$ cat src/rtl/bfp_add_sub_pipe_if.sv
// Handshake bus for the block-floating-point add/sub pipeline.
// The master drives operands and out_ready; the slave returns results.
interface bfp_add_sub_pipe_if #(
  parameter int unsigned W = 16
) ();
  logic         in_valid;
  logic         in_ready;
  logic         in_sub;
  logic         in_cin;
  logic [W-1:0] in_a;
  logic [W-1:0] in_b;
  logic         out_valid;
  logic         out_ready;
  logic [W-1:0] out_data;
  logic         out_invalid;
  logic         out_inexact;

  modport master (
    output in_valid, in_sub, in_cin, in_a, in_b, out_ready,
    input  in_ready, out_valid, out_data, out_invalid, out_inexact
  );

  modport slave (
    input  in_valid, in_sub, in_cin, in_a, in_b, out_ready,
    output in_ready, out_valid, out_data, out_invalid, out_inexact
  );
endinterface

$ cat src/rtl/bfp_add_sub_pipe.sv
// Three-stage block-floating-point adder/subtractor: align, add, normalise/pack.
// Word layout is {scale, signed mantissa}; value = mantissa / 2^scale.
module bfp_add_sub_pipe #(
  parameter int unsigned MANT_W  = 13,
  parameter int unsigned SCALE_W = 3,
  parameter int unsigned NORM_EN = 1
) (
  input logic               clk,
  input logic               reset,
  bfp_add_sub_pipe_if.slave bus
);

  localparam int unsigned MAXS = (1 << SCALE_W) - 1;
  localparam int unsigned W    = SCALE_W + MANT_W;
  localparam int unsigned IW   = MANT_W + MAXS + 1;
  localparam int unsigned KMAX = IW + 1 - MANT_W;
  localparam int unsigned KW   = $clog2(KMAX + 1);
  localparam int unsigned CW   = (KW > SCALE_W) ? KW : SCALE_W;

  localparam logic [MANT_W-1:0] MMAX = {1'b0, {(MANT_W-1){1'b1}}};
  localparam logic [MANT_W-1:0] MMIN = {1'b1, {(MANT_W-1){1'b0}}};

  logic adv;

  // stage 1 state
  logic                     v1;
  logic signed [IW-1:0]     s1_a;
  logic signed [IW-1:0]     s1_b;
  logic [SCALE_W-1:0]       s1_sr;
  logic                     s1_sub;
  logic                     s1_cin;

  // stage 2 state
  logic                     v2;
  logic signed [IW:0]       s2_s;
  logic [SCALE_W-1:0]       s2_sr;

  // output state
  logic                     out_valid_q;
  logic [W-1:0]             out_data_q;
  logic                     out_invalid_q;
  logic                     out_inexact_q;

  // One shared advance keeps all stages in lock-step; bubbles travel with the data.
  assign adv          = !out_valid_q || bus.out_ready;
  assign bus.in_ready = adv;

  assign bus.out_valid   = out_valid_q;
  assign bus.out_data    = out_data_q;
  assign bus.out_invalid = out_invalid_q;
  assign bus.out_inexact = out_inexact_q;

  // Align: shift the operand with the smaller scale up; IW leaves room for MAXS bits.
  logic [SCALE_W-1:0]       sa;
  logic [SCALE_W-1:0]       sb;
  logic signed [MANT_W-1:0] ma;
  logic signed [MANT_W-1:0] mb;
  logic signed [IW-1:0]     ea;
  logic signed [IW-1:0]     eb;
  logic signed [IW-1:0]     al_a;
  logic signed [IW-1:0]     al_b;
  logic [SCALE_W-1:0]       al_sr;

  assign sa = bus.in_a[W-1 -: SCALE_W];
  assign sb = bus.in_b[W-1 -: SCALE_W];
  assign ma = bus.in_a[MANT_W-1:0];
  assign mb = bus.in_b[MANT_W-1:0];
  assign ea = IW'(ma);
  assign eb = IW'(mb);

  always_comb begin
    al_a  = ea;
    al_b  = eb;
    al_sr = sa;
    if (sa >= sb) begin
      al_b = eb << (sa - sb);
    end else begin
      al_a  = ea << (sb - sa);
      al_sr = sb;
    end
  end

  // Add: one extra bit so A +/- B + cin can never wrap.
  logic signed [IW:0] ax;
  logic signed [IW:0] bx;
  logic signed [IW:0] sum_c;

  assign ax    = {s1_a[IW-1], s1_a};
  assign bx    = {s1_b[IW-1], s1_b};
  assign sum_c = ax + (s1_sub ? ~bx : bx) + (IW+1)'(s1_sub) + (IW+1)'(s1_cin);

  // Normalise: k is the smallest right shift that brings s into mantissa range.
  logic signed [IW:0]  tshift;
  logic [CW-1:0]       k_c;
  logic                sat_c;
  logic [CW-1:0]       sh_c;
  logic signed [IW:0]  shifted;
  logic [IW:0]         mask;
  logic [MANT_W-1:0]   mant_c;
  logic [SCALE_W-1:0]  scale_c;
  logic                inv_c;
  logic                inx_c;

  always_comb begin
    tshift = s2_s;
    k_c    = CW'(KMAX);
    for (int k = int'(KMAX); k >= 0; k--) begin
      tshift = s2_s >>> k;
      if ((tshift[IW:MANT_W-1] == '0) || (tshift[IW:MANT_W-1] == '1)) begin
        k_c = CW'(k);
      end
    end

    sat_c   = k_c > CW'(s2_sr);
    sh_c    = sat_c ? CW'(s2_sr) : k_c;
    shifted = s2_s >>> sh_c;
    mask    = ~({(IW+1){1'b1}} << sh_c);

    mant_c  = s2_s[MANT_W-1:0];
    scale_c = s2_sr;
    inv_c   = 1'b0;
    inx_c   = 1'b0;
    if (k_c != '0) begin
      if (NORM_EN != 0) begin
        if (sat_c) begin
          mant_c  = s2_s[IW] ? MMIN : MMAX;
          scale_c = '0;
          inv_c   = 1'b1;
        end else begin
          mant_c  = shifted[MANT_W-1:0];
          scale_c = s2_sr - SCALE_W'(sh_c);
        end
        inx_c = |(s2_s & $signed(mask));
      end else begin
        inv_c = 1'b1;
      end
    end
  end

  // Valid bits and visible outputs; reset drops everything in flight.
  always_ff @(posedge clk) begin
    if (!reset) begin
      v1            <= 1'b0;
      v2            <= 1'b0;
      out_valid_q   <= 1'b0;
      out_data_q    <= '0;
      out_invalid_q <= 1'b0;
      out_inexact_q <= 1'b0;
    end else if (adv) begin
      v1          <= bus.in_valid;
      v2          <= v1;
      out_valid_q <= v2;
      if (v2) begin
        out_data_q    <= {scale_c, mant_c};
        out_invalid_q <= inv_c;
        out_inexact_q <= inx_c;
      end
    end
  end

  // Datapath registers are qualified by the valid bits, so they need no reset.
  always_ff @(posedge clk) begin
    if (adv) begin
      s1_a   <= al_a;
      s1_b   <= al_b;
      s1_sr  <= al_sr;
      s1_sub <= bus.in_sub;
      s1_cin <= bus.in_cin;
      s2_s   <= sum_c;
      s2_sr  <= s1_sr;
    end
  end

endmodule

$ cat src/flat_wrapper.sv
// flat-port wrapper written by rule: the top's interface ports become plain ports
module bfp_add_sub_pipe_flat 
#(
  parameter int unsigned MANT_W  = 13,
  parameter int unsigned SCALE_W = 3,
  parameter int unsigned NORM_EN = 1
)
  (clk, reset, bus_in_valid, bus_in_sub, bus_in_cin, bus_in_a, bus_in_b, bus_out_ready, bus_in_ready, bus_out_valid, bus_out_data, bus_out_invalid, bus_out_inexact);
  bfp_add_sub_pipe_if #(.W(16)) bus_i ();
  input logic clk;
  input logic reset;
  input wire logic [$bits(bus_i.in_valid)-1:0] bus_in_valid;
  input wire logic [$bits(bus_i.in_sub)-1:0] bus_in_sub;
  input wire logic [$bits(bus_i.in_cin)-1:0] bus_in_cin;
  input wire logic [$bits(bus_i.in_a)-1:0] bus_in_a;
  input wire logic [$bits(bus_i.in_b)-1:0] bus_in_b;
  input wire logic [$bits(bus_i.out_ready)-1:0] bus_out_ready;
  output wire logic [$bits(bus_i.in_ready)-1:0] bus_in_ready;
  output wire logic [$bits(bus_i.out_valid)-1:0] bus_out_valid;
  output wire logic [$bits(bus_i.out_data)-1:0] bus_out_data;
  output wire logic [$bits(bus_i.out_invalid)-1:0] bus_out_invalid;
  output wire logic [$bits(bus_i.out_inexact)-1:0] bus_out_inexact;
  assign bus_i.in_valid = bus_in_valid;
  assign bus_i.in_sub = bus_in_sub;
  assign bus_i.in_cin = bus_in_cin;
  assign bus_i.in_a = bus_in_a;
  assign bus_i.in_b = bus_in_b;
  assign bus_i.out_ready = bus_out_ready;
  assign bus_in_ready = bus_i.in_ready;
  assign bus_out_valid = bus_i.out_valid;
  assign bus_out_data = bus_i.out_data;
  assign bus_out_invalid = bus_i.out_invalid;
  assign bus_out_inexact = bus_i.out_inexact;
  bfp_add_sub_pipe #(.MANT_W(MANT_W), .SCALE_W(SCALE_W), .NORM_EN(NORM_EN)) u_core (.clk(clk), .reset(reset), .bus(bus_i));
endmodule
$ cat config.mk
export PLATFORM = sky130hd
export DESIGN_NAME = bfp_add_sub_pipe_flat
export DESIGN_NICKNAME = d
export VERILOG_FILES = /design/src/rtl/bfp_add_sub_pipe_if.sv /design/src/rtl/bfp_add_sub_pipe.sv /design/src/flat_wrapper.sv
export SDC_FILE = /design/constraint.sdc
export NUM_CORES = 1
export LEC_CHECK = 0
export BUFFER_PORTS_ARGS = -buffer_cell sky130_fd_sc_hd__buf_2
export CORE_ASPECT_RATIO = 1.4
export CORE_UTILIZATION = 61
export CTS_CLUSTER_SIZE = 8
export DETAILED_ROUTE_END_ITERATION = 12
export PLACE_DENSITY = 0.85
export SYNTH_ARGS = -nofsm -noshare
export SYNTH_HDL_FRONTEND = slang
export SYNTH_SLANG_ARGS = --single-unit
$ cat constraint.sdc
create_clock -name clk -period 5 [get_ports clk]
set_input_delay 0.75 -clock clk [delete_from_list [all_inputs] [get_ports clk]]
set_output_delay 0.75 -clock clk [all_outputs]
set_load 0.05 [all_outputs]
## After elaboration in Yosys (flattened, before gate mapping)

Index checks and enable logic that the tools add are counted.

| storage, ports and cells | value |
|---|---|
| bits in registers | 93 |
| bits of input ports | 38 |
| output and inout bits | 20 |
| word-level logic and storage cells | 82 |

| cells by class | value |
|---|---|
| add/subtract/negate cells | 6 |
| magnitude comparators | 2 |
| equality and inequality tests | 9 |
| shift-type cells | 4 |
| mux-type cells | 22 |
| bitwise logic cells | 3 |
| reductions and logical operators | 23 |

Operator list:

| cell | number |
|---|---|
| $eq A10 B10 Y1 const B | 9 |
| $logic_not A10 Y1 | 9 |
| $add A22 B1 Y22 | 2 |
| $not A22 Y22 | 2 |
| $mux W21 | 2 |
| $shl A21 B3 Y21 | 2 |
| $mux W13 | 3 |
| $mux W4 | 9 |
| $add A22 B22 Y22 | 1 |
| $and A22 B22 Y22 | 1 |
| $mux W22 | 1 |
| $reduce_or A22 Y1 | 1 |
| $shl A22 B4 Y22 const A | 1 |
| $sshr A22 B4 Y13 | 1 |
| $logic_or A1 B1 Y1 | 10 |
| $mux W3 | 3 |
| $sub A3 B3 Y3 | 3 |
| $gt A4 B3 Y1 | 1 |
| $mux W1 | 4 |
| $reduce_bool A4 Y1 | 1 |
| $ge A3 B3 Y1 | 1 |
| $reduce_and A2 Y1 | 1 |
| $logic_not A1 Y1 | 1 |

## Logic depth before layout (Yosys ltp)

Gate-level depths: netlist of run 1.

| depth | value |
|---|---|
| word-level depth | 18 |
| depth in mapped cells | 24 |
| gate-level depth less buffers | 22 |

## Least setup slack after synthesis of run 1

OpenSTA, ideal clock, no wires.

| timing | value |
|---|---|
| kind | register to register |
| from | register u_core.s2_s[21] |
| to | register u_core.out_data_q[15] (netlist: u_core.bus.out_data[15]) |
| setup time | 74 ps |
| arrival time | 4,069 ps |
| required time | 4,926 ps |
| path slack | 857 ps |
| stages on the path, launching flop included | 25 |
| path buffers | 2 |
| cells stage by stage | edfxtp_1 buf_4 inv_1 ha_1 nor2b_1 a22oi_1 o22a_2 nand2b_1 a21oi_1 ha_1 nor2b_1 o21ai_0 a32oi_1 a21o_1 nand2_2 and2_4 buf_12 inv_6 ha_1 inv_1 fa_1 xnor2_1 o21ai_0 nand2_1 a31oi_1 |

| between the ends | value |
|---|---|
| word-level cells in the longest chain between the ends | 16 |
| elaborated cells on any way between the ends | 42 |

Ends and longest elaborated chain:

| element | RTL line | RTL |
|---|---|---|
| from (decl) | bfp_add_sub_pipe.sv:35 | `logic signed [IW:0] s2_s;` |
| from (signal assigned) | bfp_add_sub_pipe.sv:169 | `s2_s <= sum_c;` |
| $eq A10 B10 Y1 or $logic_not A10 Y1 (tied branches) | bfp_add_sub_pipe.sv:109 | `if ((tshift[IW:MANT_W-1] == '0) \|\| (tshift[IW:MANT_W-1] == '1)) begin` |
| $logic_or A1 B1 Y1 | bfp_add_sub_pipe.sv:109 |  |
| $mux W1 | bfp_add_sub_pipe.sv:109 |  |
| $mux W4 (7 in series) | bfp_add_sub_pipe.sv:109 |  |
| $mux W4 * | bfp_add_sub_pipe.sv:109 |  |
| $gt A4 B3 Y1 | bfp_add_sub_pipe.sv:114 | `sat_c = k_c > CW'(s2_sr);` |
| $mux W4 | bfp_add_sub_pipe.sv:115 | `sh_c = sat_c ? CW'(s2_sr) : k_c;` |
| $sub A3 B3 Y3 | bfp_add_sub_pipe.sv:131 | `scale_c = s2_sr - SCALE_W'(sh_c);` |
| $mux W3 | bfp_add_sub_pipe.sv:125 | `if (sat_c) begin` |
| $mux W3 * | bfp_add_sub_pipe.sv:123 | `if (k_c != '0) begin` |
| to (signal assigned) | bfp_add_sub_pipe.sv:154 | `out_data_q <= {scale_c, mant_c};` |
| to (decl) | bfp_add_sub_pipe.sv:40 | `logic [W-1:0] out_data_q;` |

Mark *: on every way between the ends. The rest lies on a longest branch, timed or not.
A chain may end at the register's enable or synchronous reset.

## Worst setup path after layout of run 1

| timing | value |
|---|---|
| from | register u_core.s2_s[21] |
| to | register u_core.out_data_q[1] (netlist: u_core.bus.out_data[1]) |

| between the ends | value |
|---|---|
| word-level cells in the longest chain between the ends | 16 |
| elaborated cells on any way between the ends | 43 |

Ends and longest elaborated chain:

| element | RTL line | RTL |
|---|---|---|
| $eq A10 B10 Y1 or $logic_not A10 Y1 (tied branches) | bfp_add_sub_pipe.sv:109 |  |
| $logic_or A1 B1 Y1 | bfp_add_sub_pipe.sv:109 |  |
| $mux W1 | bfp_add_sub_pipe.sv:109 |  |
| $mux W4 (8 in series) | bfp_add_sub_pipe.sv:109 |  |
| $gt A4 B3 Y1 | bfp_add_sub_pipe.sv:114 |  |
| $mux W4 | bfp_add_sub_pipe.sv:115 |  |
| $sshr A22 B4 Y13 | bfp_add_sub_pipe.sv:116 | `shifted = s2_s >>> sh_c;` |
| $mux W13 | bfp_add_sub_pipe.sv:125 |  |
| $mux W13 * | bfp_add_sub_pipe.sv:123 |  |

Marks and branches as above.

==> flow_summary.ini, run 1 <==
[outcome]
status = finished clean

[finish]
fin_cells = 966
utilization = 0.689
diodes = 0
layout-drive-gt1-share = 0.151
finalInstanceArea_mm2 = 0.00781
mostFrequentLayoutCells = nand2_1 (93), edfxtp_1 (70), nor2_1 (66)
syn_to_final_growth_pct = 9.41
finalNetCount = 910
final_common_cell = nand2_1

[timing]
finalSetupTns_ns = 0
hold_viol = 0
fin_crit_sh = 0.918
relSlewSlack = 0.322
drv_slew = 0
rsz0062_at_grt = false
fmax_mhz = 218
period_minus_slack_ns = 4.59
fin_skew_ns = 0.0103
worst_hold_slack_ns = 0.417
setup_violations = 0
worst_slew_pin_slew_ns = 1.02

[yosys]
ys_seq_area_frac = 0.353
synth_compound_area_frac = 0.187
syn_area_per_cell_um2 = 9.16
synth_fa_ha_area_frac = 0.102
syn_nets = 873
synth_seq_cells = 91
synth-main-ff-cell = edfxtp_1
synthMuxAreaShare = 0.112
yosysWarnings = 0
synth_top_family_by_area = compound AO/OA/AOI/OAI gates
synth_xor_area_frac = 0.0503
syn_inst = 780
synth-simple-area-share = 0.145
synth_cell_types = 79
netlist_area_mm2 = 0.00714
synth-edff-count = 70
synthArstFlopShare = 0

[cts]
cts_resized = 0
cts_tree = yes
cts.sinks = 91
clkLatencyLatePin_ns = 0.34
clkTransAtPathRegs_ns = 0.07
htree_levels = 3
clock-root-buffer = clkbuf_16
postCtsSetupBuffers = 0
cts_made_buffers = 9
cts_max_path_buffers = 2
cts_hold_repair.buffers = 0

[worst_setup_path]
crit_required_ns = 5.21
critical_path.endpoint_type = flip-flop
cp_top_family = compound AO/OA/AOI/OAI gates
crit_buf_inv = 1
cpPeakStageDelay_ns = 0.56
worstSetupPathType = flip-flop to flip-flop
slowest_stage = mux4_2
critPathArrivalTime_ns = 4.80
r2r_cells = 18
cp_num_cells = 18
start_kind = flip-flop
critPathMaxFanout = 26
crit_chain = ha_1 > and4_1 > nand2_1 > o21ai_0 > nor2_1 > a21oi_1 > ha_1 > nor2b_1 > o21ai_0 > a32oi_1 > buf_4 > a21o_1 > nand2_2 > and2_4 > mux4_2 > a221o_1 > o211ai_1 > a21oi_1

[routing]
first_pass_iters = 6
ant_nets = 0
drc_errors = 0
dr_total_vias = 6128
finalWirelength_um = 17600
first_iter_violations = 394
wl_per_cell_um = 18.2
vias_per_cell = 6.34

[run]
cap_viol_max_count = 0

[placement]
port-buffer-count = 57
place_inst = 950
place_hpwl_um = 13300
placed_cell_area_mm2 = 0.00750
gp_congestion = 0.936

[floorplan]
num_io_pins = 58
die_area_mm2 = 0.0122
die_w_um = 93.5
die_h_um = 130
core.rowCount = 46
coreArea_mm2 = 0.0113
start_util = 0.630

[min_path]
hold_depth = 0
hold_path_class = flip-flop to flip-flop

[grt]
grt_pass1_wl_um = 28500
antenna_found_initial = 0
grt-ovfl-total = 0
grt_use_total = 0.303
grt_max_degree = 72
grt_pass1_vias = 5968

[pwr]
p_leak_nw = 3.29
power_density_mw_per_mm2 = 659
irDropWorstVdd_mv = 0.292
==> where the power goes <==
| group | total [mW] | internal [mW] | switching [mW] |
|---|---|---|---|
| sequential | 1.33 | 1.09 | 0.240 |
| clock | 0.699 | 0.419 | 0.279 |
| combinational | 3.13 | 1.33 | 1.79 |
==> area by class of cell <==
class,instances,area (um2)
Clock buffer,11,254
Clock inverter,5,56.3
Fill cell,875,3520
Inverter,38,148
Multi-Input combinational cell,607,4270
Sequential cell,91,2520
Tap cell,144,180
Timing Repair Buffer,70,383
==> cell families (layout without fill, tap and decap cells) <==
logic type,Yosys count,count (layout)
AOI/OAI and AO/OA,209,209
xor gates and xnor gates,41,41
adders and majority gates,55,55
buffers and inverters,82,124
DFF,91,91
muxes,68,68
and+or+nand+nor,234,234
==> flip-flops by register name (all words and copies together), names as in the netlist, 3 cells and up <==
| signal | cells |
|---|---|
| u_core.bus.out_data | 16 |
| u_core.s1_sr | 3 |
| u_core.s1_b | 20 |
| u_core.s2_sr | 3 |
| u_core.s2_s | 22 |
| u_core.s1_a | 20 |
==> per-layer routing <==
layer,track usage,up-vias,wire (um)
met5,0,-,0
met4,0.176,0,836
met3,0.0385,66,875
met2,0.575,265,9470
met1,0.317,2859,6420
li1,-,2938,-
==> cells in the mapped netlist (7+ instances only) <==
| master | count | area share |
|---|---|---|
| mux2i_1 | 43 | 0.060 |
| dfxtp_1 | 21 | 0.059 |
| nor2b_1 | 7 | 0.0061 |
| inv_1 | 35 | 0.018 |
| nor3_1 | 20 | 0.014 |
| mux2_2 | 17 | 0.027 |
| nand2_1 | 93 | 0.049 |
| xor2_1 | 22 | 0.027 |
| edfxtp_1 | 70 | 0.29 |
| a21oi_1 | 58 | 0.041 |
| nor2_1 | 66 | 0.035 |
| mux4_2 | 8 | 0.025 |
| ha_1 | 50 | 0.088 |
| nand3_1 | 18 | 0.013 |
| a31oi_1 | 11 | 0.0096 |
| o211ai_1 | 7 | 0.0074 |
| clkbuf_1 | 29 | 0.015 |
| o21ai_0 | 57 | 0.040 |
| xnor2_1 | 19 | 0.023 |
==> worst paths after layout <==
check,slack (ns),from,endpoint
worst min register to register,0.42,u_core.s1_sr[2],u_core.s2_sr[2]
worst min-delay path,0.42,u_core.s1_sr[2],u_core.s2_sr[2]
worst max register to register,0.41,u_core.s2_s[21],u_core.bus.out_data[1]
worst max-delay path,0.41,u_core.s2_s[21],u_core.bus.out_data[1]
==> stage by stage <==
| stage | setup slack, ns | total power [mW] |
|---|---|---|
| after floorplan | 0.857 | 3.75 |
| after global placement | 0.600 | 4.29 |
| after detailed placement | 0.431 | 4.40 |
| after CTS | 0.424 | 5.12 |
| after global routing | 0.0745 | 5.50 |
| final | 0.412 | 5.15 |
Power figures use the tool's default switching activity.
==> inputs of run 2 (changes only) <==
--- a/config.mk
+++ b/config.mk
@@ -7,10 +7,10 @@
 export LEC_CHECK = 0
 export BUFFER_PORTS_ARGS = -buffer_cell sky130_fd_sc_hd__buf_2
 export CORE_ASPECT_RATIO = 1.4
-export CORE_UTILIZATION = 61
+export CORE_UTILIZATION = 31
 export CTS_CLUSTER_SIZE = 8
 export DETAILED_ROUTE_END_ITERATION = 12
-export PLACE_DENSITY = 0.85
+export PLACE_DENSITY = 0.51
 export SYNTH_ARGS = -nofsm -noshare
 export SYNTH_HDL_FRONTEND = slang
 export SYNTH_SLANG_ARGS = --single-unit
==> flow_summary.ini, run 2 (synthesis gave the netlist of run 1 again) <==
[finish]
syn_to_final_growth_pct = 11.7
diodes = 0
layout-drive-gt1-share = 0.146
top_register = u_core.s2_s
finalNetCount = 909
mostFrequentLayoutCells = nand2_1 (93), edfxtp_1 (70), nor2_1 (66)
finalInstanceArea_mm2 = 0.00798
final_common_cell = nand2_1
fin_cells = 1122
largest_reg_flops = 22
largest_registers = u_core.s2_s (22), u_core.s1_a (20), u_core.s1_b (20)

[timing]
fmax_mhz = 221
rsz0062_at_grt = false
worst_slew_pin_slew_ns = 0.933
hold_viol = 0
finalSetupTns_ns = 0
fin_crit_sh = 0.906
drv_slew = 0
period_minus_slack_ns = 4.53
fin_skew_ns = 0.0118
relSlewSlack = 0.378
setup_violations = 0

[floorplan]
core.rowCount = 65
die_w_um = 130
die_area_mm2 = 0.0237
die_h_um = 182
num_io_pins = 58
start_util = 0.316
coreArea_mm2 = 0.0226

[grt]
grt-ovfl-total = 0
grt_pass1_vias = 5635
antenna_found_initial = 0
grt_pass1_wl_um = 28100
grt_max_degree = 73
grt_use_total = 0.151

[routing]
first_pass_iters = 5
first_iter_violations = 365
drc_errors = 0
finalWirelength_um = 17200
wl_per_cell_um = 15.3
vias_per_cell = 5.19
ant_nets = 0
dr_total_vias = 5828

[run]
cap_viol_max_count = 0

[placement]
place_hpwl_um = 13000
port-buffer-count = 57
placed_cell_area_mm2 = 0.00769
gp_congestion = 0.838
place_inst = 1106

[cts]
clkLatencyLatePin_ns = 0.34
cts_max_path_buffers = 2
cts_made_buffers = 9
cts.sinks = 91
clock-root-buffer = clkbuf_16
htree_levels = 3
cts_hold_repair.buffers = 0
cts_resized = 0
postCtsSetupBuffers = 0
clkTransAtPathRegs_ns = 0.07
cts_tree = yes

[worst_setup_path]
critPathArrivalTime_ns = 4.75
critPathMaxFanout = 26
crit_required_ns = 5.22
start_kind = flip-flop
critical_path.endpoint_type = flip-flop
worstSetupPathType = flip-flop to flip-flop

[pwr]
p_leak_nw = 3.26
power_density_mw_per_mm2 = 631
irDropWorstVdd_mv = 0.278

[min_path]
hold_path_class = flip-flop to flip-flop

[outcome]
status = finished clean
[run 2: cell types whose count changed in the layout (fill, tap and decap cells not counted)]
| cell | before | now |
|---|---|---|
| clkbuf_16 | 10 | 9 |
| clkinv_2 | 1 | 0 |
| inv_4 | 2 | 0 |
| buf_4 | 13 | 12 |
| inv_6 | 2 | 1 |
| clkinvlp_4 | 0 | 2 |
| clkinv_1 | 1 | 4 |
[run 2: worst max-delay path, stage by stage (launching register included)]
cell      delay, ns
edfxtp_1       0.53
inv_1          0.10
ha_1           0.15
nor2b_1        0.31
a22oi_1        0.18
o22a_2         0.27
nand2b_1       0.15
a21oi_1        0.06
ha_1           0.29
nor2b_1        0.13
o21ai_0        0.14
a32oi_1        0.07
buf_4          0.17
a21o_1         0.23
nand2_2        0.11
and2_4         0.42
mux4_2         0.55
a221o_1        0.36
o211ai_1       0.08
a21oi_1        0.09
[run 2: cell type report]
type                    count  area (um2)
inverters                  38         148
multi-input cells         607        4270
repair buffers             69         375
clock inverters             6        56.3
flip-flops and latches     91        2520
clock buffers              10         229
well taps                 301         377
fillers                  2405       14600
[run 2: through the flow]
stage / setup WS (ns) / hold slack (ns) / utilization / total power, mW
global placement: 0.539 / 0.403 / 0.340 / 4.37
global route: 0.0208 / 0.444 / 0.353 / 5.43
CTS: 0.480 / 0.423 / 0.353 / 5.06
finish: 0.472 / 0.421 / 0.353 / 5.03
detailed placement: 0.480 / 0.407 / 0.340 / 4.37
floorplan: 0.857 / 0.400 / - / 3.75
[run 2: per-layer routing]
| layer | routed length (um) | up-vias | GRT usage |
|---|---|---|---|
| li1 | - | 2931 | - |
| met1 | 7620 | 2759 | 0.180 |
| met2 | 8640 | 114 | 0.266 |
| met3 | 549 | 24 | 0.0239 |
| met4 | 401 | 0 | 0.0605 |
| met5 | 0 | - | 0 |
[run 2: worst paths after layout]
kind / start / end / slack [ns] / depth (start not counted)
hold reg to reg: u_core.s1_sr[2] / u_core.s2_sr[2] / 0.42 / 0
setup / recovery: u_core.s2_s[21] / u_core.bus.out_data[2] / 0.47 / 19
hold / removal: u_core.s1_sr[2] / u_core.s2_sr[2] / 0.42 / 0
setup reg to reg: u_core.s2_s[21] / u_core.bus.out_data[2] / 0.47 / 19
[run 2: power breakdown]
part	leakage [nW]	internal, mW	switching [mW]	total (mW)
clock	0.131	0.383	0.280	0.663
combinational	2.21	1.32	1.73	3.05
sequential	0.920	1.09	0.239	1.33
total	3.26	2.79	2.25	5.03
==> inputs of run 3 (changes only) <==
--- a/config.mk
+++ b/config.mk
@@ -10,7 +10,7 @@
 export CORE_UTILIZATION = 31
 export CTS_CLUSTER_SIZE = 8
 export DETAILED_ROUTE_END_ITERATION = 12
-export PLACE_DENSITY = 0.51
+export PLACE_DENSITY = 0.52
 export SYNTH_ARGS = -nofsm -noshare
 export SYNTH_HDL_FRONTEND = slang
 export SYNTH_SLANG_ARGS = --single-unit
==> flow_summary.ini, run 3 (synthesis gave the netlist of run 1 again) <==
[timing]
hold_viol = 0
drv_slew = 0
worst_slew_pin_slew_ns = 0.940
fin_crit_sh = 0.932
fin_skew_ns = 0.0114
period_minus_slack_ns = 4.66
relSlewSlack = 0.373
setup_violations = 0
worst_hold_slack_ns = 0.428
finalSetupTns_ns = 0
rsz0062_at_grt = false
fmax_mhz = 215

[worst_setup_path]
critPathMaxFanout = 26
crit_buf_inv = 3
crit_chain = inv_1 > ha_1 > nor2b_1 > a22oi_1 > o22a_2 > nand2b_1 > a21oi_1 > ha_1 > nor2b_1 > o21ai_0 > a32oi_2 > a21o_1 > nand2_2 > and2_4 > inv_6 > ha_1 > inv_1 > fa_1 > xnor2_1 > o21ai_0 > nand2_1 > a31oi_1
cpPeakStageDelay_ns = 0.53
start_kind = flip-flop
slowest_stage = edfxtp_1
cp_top_family = compound AO/OA/AOI/OAI gates
crit_required_ns = 5.23
worstSetupPathType = flip-flop to flip-flop
cp_common_cell = ha_1
critical_path.endpoint_type = flip-flop
critPathArrivalTime_ns = 4.89

[pwr]
power_density_mw_per_mm2 = 628
p_leak_nw = 3.28
irDropWorstVdd_mv = 0.330

[routing]
finalWirelength_um = 17200
wl_per_cell_um = 15.3
ant_nets = 0
first_iter_violations = 238
dr_total_vias = 5841
first_pass_iters = 5
drc_errors = 0
vias_per_cell = 5.20

[cts]
cts_hold_repair.buffers = 0
htree_levels = 3
clkTransAtPathRegs_ns = 0.06
cts.sinks = 91
clkLatencyLatePin_ns = 0.34
cts_resized = 0
cts_max_path_buffers = 2
cts_made_buffers = 9
postCtsSetupBuffers = 0
cts_tree = yes
clock-root-buffer = clkbuf_16

[min_path]
hold_path_class = flip-flop to flip-flop

[finish]
syn_to_final_growth_pct = 11.8
finalNetCount = 910
largest_registers = u_core.s2_s (22), u_core.s1_a (20), u_core.s1_b (20)
final_common_cell = nand2_1
seq_area_mm2 = 0.00252
layout-drive-gt1-share = 0.152
largest_reg_flops = 22
top_register = u_core.s2_s
diodes = 0
mostFrequentLayoutCells = nand2_1 (93), edfxtp_1 (70), nor2_1 (66), a21oi_1 (57), buf_2 (57)
n_fill_cell = 2401
multiInputGateArea_mm2 = 0.00428

[grt]
grt_pass1_wl_um = 28200
antenna_found_initial = 0
grt_max_degree = 45
grt_use_total = 0.152
grt_pass1_vias = 5556
grt-ovfl-total = 0

[placement]
port-buffer-count = 57
place_hpwl_um = 13100
gp_congestion = 0.851

[outcome]
status = finished clean

[floorplan]
die_w_um = 130
num_io_pins = 58
core.rowCount = 65
die_area_mm2 = 0.0237
coreArea_mm2 = 0.0226
start_util = 0.316
die_h_um = 182

[run]
cap_viol_max_count = 0
## run 3: cell types whose count changed in the layout (fill, tap and decap cells not counted)
cell,before,now
a32oi_1,1,0
a32oi_2,0,1
buf_4,12,13
bufinv_16,1,0
clkbuf_8,0,2
clkinv_1,4,1
clkinv_2,0,2
clkinvlp_4,2,0
inv_4,0,2
o21ai_0,57,56
o21ai_1,1,2
## run 3: worst paths after layout
check | slack, ns | start | depth (start not counted) | end
worst max-delay path | 0.34 | u_core.s2_s[21] | 22 | u_core.bus.out_data[15]
worst min-delay path | 0.43 | u_core.s1_sr[2] | 0 | u_core.s2_sr[2]
worst max register to register | 0.34 | u_core.s2_s[21] | 22 | u_core.bus.out_data[15]
worst min register to register | 0.43 | u_core.s1_sr[2] | 0 | u_core.s2_sr[2]
## run 3: metrics by stage
| step | setup WS (ns) | util | cell area (um2) | total power [mW] | instances |
|---|---|---|---|---|---|
| finish | 0.340 | 0.353 | 7990 | 5.02 | 1123 |
| global route | 0.0223 | 0.353 | 7990 | 5.43 | 1123 |
| CTS | 0.250 | 0.353 | 7980 | 5.03 | 1123 |
| detailed placement | 0.248 | 0.341 | 7700 | 4.37 | 1107 |
| global placement | 0.324 | 0.341 | 7700 | 4.36 | 1107 |
| floorplan | 0.857 | - | 7140 | 3.75 | 780 |
## run 3: worst register-to-register path: cells and delay by family, from the launching register on
family | cells | cell delay [ns]
compound gates | 8 | 1.43
xor+xnor | 1 | 0.21
fa+ha+maj | 4 | 0.99
buf+inv | 3 | 0.31
flops | 1 | 0.53
simple gates | 6 | 1.09
## run 3: final cells by class
cell class | count | share of cell area
multi-input combinational | 607 | 0.536
sequential | 91 | 0.316
timing repair buffer | 70 | 0.0479
tap | 301 | 0.0472
clock buffer | 12 | 0.0321
inverter | 38 | 0.0185
clock inverter | 4 | 0.00282
## run 3: layer usage
layer  track usage  vias to the layer above  routed length, um
met5             0                        -                  0
met4        0.0707                        0                519
met3        0.0233                       34                581
met2         0.258                      144               8440
met1         0.185                     2721               7620
li1              -                     2942                  -
## run 3: power by group
group	switching (mW)	internal, mW	total [mW]
logic	1.75	1.31	3.06
clock network	0.278	0.363	0.641
registers	0.231	1.09	1.32
total	2.26	2.76	5.02
